<file path="src/rtl/score_scheduler.sv">
// rtl/score_scheduler.sv - round-robin point-event scheduler driving a 12-bit saturating +1 score counter
module score_scheduler #(
    parameter int NREQ = 3,
    parameter int VW   = 4
) (
    input  logic                 clk,
    input  logic                 reset,
    input  logic [1:0]           game_state,
    input  logic [NREQ-1:0]      req,
    input  logic [NREQ*VW-1:0]   req_val,
    input  logic [11:0]          score_in,
    output logic                 add,
    output logic                 clr,
    output logic [NREQ-1:0]      gnt,
    output logic                 busy
);

    localparam int RW = (NREQ > 1) ? $clog2(NREQ) : 1;

    typedef enum logic {
        S_WAIT  = 1'b0,
        S_BURST = 1'b1
    } state_t;

    state_t                     state_q, state_d;
    logic [VW-1:0]              cnt_q, cnt_d;
    logic [NREQ-1:0]            pend_q, pend_d;
    logic [NREQ-1:0][VW-1:0]    pval_q, pval_d;
    logic [NREQ-1:0]            gnt_q, gnt_d;
    logic [RW-1:0]              rr_q, rr_d;
    logic [1:0]                 prev_state_q;

    logic                       play, new_game, saturated;
    logic [RW-1:0]              sel;
    logic                       sel_found;
    logic [NREQ-1:0]            grant_mask;
    logic [VW:0]                sum;

    assign play      = (game_state == 2'b01);
    assign new_game  = play && (prev_state_q == 2'b00);
    assign saturated = (score_in == 12'hFFF);
    // clr is combinational, so it must not leak out while reset is held
    assign clr       = new_game && reset;
    assign busy      = (state_q == S_BURST);
    assign add       = busy && play && !saturated;
    assign gnt       = gnt_q;

    always_comb begin
        state_d    = state_q;
        cnt_d      = cnt_q;
        pend_d     = pend_q;
        pval_d     = pval_q;
        gnt_d      = gnt_q;
        rr_d       = rr_q;
        grant_mask = '0;
        sum        = '0;
        sel        = '0;
        sel_found  = 1'b0;

        // first pending source after the last granted one
        for (int k = 1; k <= NREQ; k++) begin
            if (!sel_found && pend_q[RW'((int'(rr_q) + k) % NREQ)]) begin
                sel       = RW'((int'(rr_q) + k) % NREQ);
                sel_found = 1'b1;
            end
        end

        if (new_game || !play) begin
            state_d = S_WAIT;
            cnt_d   = '0;
            gnt_d   = '0;
            pend_d  = '0;
        end else begin
            case (state_q)
                S_WAIT: begin
                    if (sel_found) begin
                        state_d    = S_BURST;
                        cnt_d      = pval_q[sel];
                        gnt_d      = NREQ'(1) << sel;
                        rr_d       = sel;
                        grant_mask = NREQ'(1) << sel;
                    end
                end
                S_BURST: begin
                    if (saturated) begin
                        state_d = S_WAIT;
                        cnt_d   = '0;
                        gnt_d   = '0;
                    end else begin
                        cnt_d = cnt_q - VW'(1);
                        if (cnt_q == VW'(1)) begin
                            state_d = S_WAIT;
                            gnt_d   = '0;
                        end
                    end
                end
                default: state_d = S_WAIT;
            endcase

            // a source granted on this edge starts a fresh pending value
            for (int i = 0; i < NREQ; i++) begin
                if (req[i] && (req_val[i*VW +: VW] != '0)) begin
                    if (pend_q[i] && !grant_mask[i]) begin
                        sum       = {1'b0, pval_q[i]} + {1'b0, req_val[i*VW +: VW]};
                        pval_d[i] = sum[VW] ? '1 : sum[VW-1:0];
                    end else begin
                        pval_d[i] = req_val[i*VW +: VW];
                    end
                    pend_d[i] = 1'b1;
                end else if (grant_mask[i]) begin
                    pend_d[i] = 1'b0;
                end
            end
        end
    end

    always_ff @(posedge clk or negedge reset) begin
        if (!reset) begin
            state_q      <= S_WAIT;
            cnt_q        <= '0;
            pend_q       <= '0;
            pval_q       <= '0;
            gnt_q        <= '0;
            rr_q         <= RW'(NREQ - 1);
            prev_state_q <= 2'b00;
        end else begin
            state_q      <= state_d;
            cnt_q        <= cnt_d;
            pend_q       <= pend_d;
            pval_q       <= pval_d;
            gnt_q        <= gnt_d;
            rr_q         <= rr_d;
            prev_state_q <= game_state;
        end
    end

endmodule
</file>
<file path="config.mk">
export PLATFORM = sky130hd
export DESIGN_NAME = score_scheduler
export DESIGN_NICKNAME = d
export VERILOG_FILES = /design/src/rtl/score_scheduler.sv
export SDC_FILE = /design/constraint.sdc
export NUM_CORES = 1
export LEC_CHECK = 0
export CAP_MARGIN = 10
export CORE_AREA = 2 2 69 119
export DETAILED_ROUTE_END_ITERATION = 7
export DIE_AREA = 0 0 71 121
export PLACE_DENSITY = 0.6
export SLEW_MARGIN = 20
export SYNTH_ARGS = -nofsm -noshare
export SYNTH_HDL_FRONTEND = slang
export SYNTH_SLANG_ARGS = --single-unit
export TNS_END_PERCENT = 100
</file>
<file path="constraint.sdc">
create_clock -name clk -period 2.3 [get_ports clk]
set_input_delay 0.345 -clock clk [delete_from_list [all_inputs] [get_ports clk]]
set_output_delay 0.345 -clock clk [all_outputs]
set_load 0.1 [all_outputs]
</file>
==> impl_metrics.toml <==
[clock_network]
clock_sinks = 27
htreeDepth = 1
cts_tree = "built"
cts_root_buf = "clkbuf_16"
numCtsBuffers = 3
clk-insertion-delay-late_ps = 260
path_clk_slew_ps = 70
cts_buffer_depth = 2

[worst_setup_path]
crit_family = "compound AO/OA/AOI/OAI gates"
slowest_stage = "dfstp_2"
r2r_end = "pval_q[0]$_DFFE_PN0P_"
critical_path_class = "reg2reg"
arrival_ps = 2620
r2r_slack_ps = -170
cp_num_buf_inv = 4
r2r_cells = 11
crit_required_ps = 2450
timing.rr.start = "rr_q[1]$_DFFE_PN1P_"
critPathMaxFanout = 5
worst_path_most_repeated_cell = "buf_4"
cp-end-kind = "register"
cp-start-kind = "register"
slowest_delay_ps = 590
path_cells = "ha_4, buf_4, nand2_2, o211ai_1, buf_4, buf_4, a211o_4, buf_6, nand4b_4, a31oi_1, a22o_1"

[timing]
hold_viol = 0
slew_viol_final = 0
setup_tns_ps = -1488
setup_ws_ps = -174.3
timing.final.crit_share_pct = 107.6
period_needed_ps = 2474
setup_viol_count_final = 18
rsz0062_at_grt = "true"
max_slew.worst_pin.slew_ps = 640.0
slew_headroom_pct = 57.00
skew_ps = 3.494
max_freq_mhz = 404.2

[route]
antenna_left = 0
routed_wl_um = 6925
vias = 2300
drt_iter0_markers = 82
first_pass_iters = 4
wire_per_inst_um = 16.29
drc = 0
routed_via_density = 5.412

[global_routing]
grt_pass1_vias = 2368
grt_pass1_wl_um = 10810
grt_usage_pct = 15.93
grt_max_degree = 28
antenna_found_initial = 0
grt_overflow = 0

[floorplan]
die_h_um = 121
initial_core_util_pct = 29.13
chipWidth_um = 71
fp.coreArea_mm2 = 0.007620
std_cell_rows = 42
die_area_mm2 = 0.008591
boundaryPins = 37

[power]
p_leak_nw = 1.515
p_int_w = 0.001792
p_clk_share_pct = 13.0
switching_share_pct = 41.44
seq_power_share_pct = 23.1
p_sw_w = 0.001268
pwr-share-comb_pct = 63.9
max-vdd-ir-drop_mv = 0.3875
p_per_area_mw_per_mm2 = 880.5

[placement]
io_buffers = 36
dp_hpwl_um = 5248
dpl_cell_area_mm2 = 0.003012
gp_congestion = 0.9049

[synthesis]
synth_top_flop_cell = "dfrtp_1"
syn_inst = 243
ys_types = 62
ys_seq_area_share_pct = 30.50
ys_warn_count = 0
synth.most_common_cell = "dfrtp_1"
yosys_register_bits = 27
avgSynthCellArea_um2 = 9.134
synth_nets = 295
synthTopCellsByArea = "dfrtp_1 29%, ha_1 10%, inv_1 4.1%"
synth_area_mm2 = 0.002220
synth_common_cells = "26 x dfrtp_1, 24 x inv_1, 18 x ha_1, 18 x nor2_1, 15 x a21oi_1"
synth_top_area_cell = "dfrtp_1"
synthArstFlopShare_pct = 100.0
synth.top_cell.area_share_pct = 29.31
synth_edf_count = 0

[run_status]
violations = "negative setup slack"
status = "complete, but fails checks"

[final_layout]
antenna_cells = 0
area_delta_synth_final_pct = 56.54
drive_gt1_share_pct = 34.72
final_area_mm2 = 0.003475
fin_nets = 390
fillCellCount = 711

[hold_path]
hp-class = "reg2reg"
min_to = "gnt[0]$_DFFE_PN0P_"
worstHoldPathCells = 1
hp-start = "gnt[0]$_DFFE_PN0P_"

[flow_run]
max_cap_violations = 0
-- state kept, by name (all words and copies together) (netlist names) --
register / cells
pval_q: 12
cnt_q: 4
gnt: 3
pend_q: 3
prev_state_q: 2
rr_q: 2
busy: 1
-- per-stage QoR --
stage,util (%),worst slack (ps),std cells,hold WS (ps),total power (W)
after floorplan,-,-60.68,243,49.41,0.001621
after global placement,39.52,-168.4,406,503.6,0.002158
after detailed placement,39.52,-187.3,406,512.5,0.002180
after CTS,43.27,-85.72,416,527.3,0.002825
after global routing,45.60,-254.6,425,537.9,0.003238
final,45.60,-174.3,425,516.3,0.003059
-- worst register-to-register path: cells and delay by family, from the launching register on --
kind | cells | cell delay [ps]
AOI/OAI and AO/OA | 4 | 800
DFF | 1 | 590
buffers and inverters | 4 | 590
adders and majority gates | 1 | 220
and+or+nand+nor | 2 | 170
-- per-layer routing --
metal,GRT usage (%),routed length [µm],vias to the layer above,part of all wire (%)
met1,15.46,2351,1111,34
met3,1.163,180,28,2.6
met4,10.38,450,0,6.5
met2,31.02,3943,70,57
li1,-,-,1091,-
met5,0,0,-,0
-- kinds of logic after synthesis --
kind of cell	synth area share, %
AOI/OAI and AO/OA	26.61
xor gates and xnor gates	1.973
adders and majority gates	12.85
buffers and inverters	5.468
DFF	30.50
muxes	2.311
and+or+nand+nor	20.29
-- repair_timing --
action	4_1_cts	5_1_grt
endpoints found under the hold margin	0	0
gates resized for setup	32	21
gates cloned	1	0
buffers inserted	5	11
hold buffers	0	0
pin swaps	14	11
endpoints found under the setup margin	23	23
-- placed cells by master (no fill, tap or decap), types with 6 or more instances in the layout --
| master | instances |
|---|---|
| clkdlybuf4s50_1 | 30 |
| inv_1 | 22 |
| a21oi_1 | 13 |
| o21ai_0 | 10 |
| nand2b_1 | 7 |
| buf_4 | 56 |
| nand3_1 | 8 |
| nand2_1 | 7 |
| o21ai_1 | 6 |
| dfrtp_1 | 26 |
| ha_1 | 14 |
| nor2_1 | 17 |
-- layout make-up --
cell class	count	area [µm²]	area share [%]
tap	88	110.1	3.169
inverter	24	92.59	2.665
multi-input combinational	188	1685	48.51
sequential	27	676.9	19.48
timing repair buffer	94	830.8	23.91
clock buffer	4	78.83	2.269
-- how the worst max path moves through the flow --
stage | endpoint | slack, ps | startpoint | cells after the start
after floorplan | cnt_q[0]$_DFFE_PN0P_ | -60 | rr_q[1]$_DFFE_PN1P_ | 8
after global placement | pval_q[0]$_DFFE_PN0P_ | -170 | rr_q[1]$_DFFE_PN1P_ | 8
after detailed placement | pval_q[0]$_DFFE_PN0P_ | -190 | rr_q[1]$_DFFE_PN1P_ | 8
after CTS | pval_q[7]$_DFFE_PN0P_ | -90 | rr_q[1]$_DFFE_PN1P_ | 9
after global routing | pval_q[7]$_DFFE_PN0P_ | -250 | rr_q[1]$_DFFE_PN1P_ | 9
final | pval_q[0]$_DFFE_PN0P_ | -170 | rr_q[1]$_DFFE_PN1P_ | 11
-- power groups by stage --
stage	Combinational, W	Clock (W)	Sequential, W
finish	0.00195	0.000398	0.000706
global route	0.00210	0.000415	0.000719
CTS	0.00173	0.000398	0.000697
detailed placement	0.00149	0	0.000693
global placement	0.00147	0	0.000688
floorplan	0.000893	0	0.000728
Power figures use the tool's default switching activity.
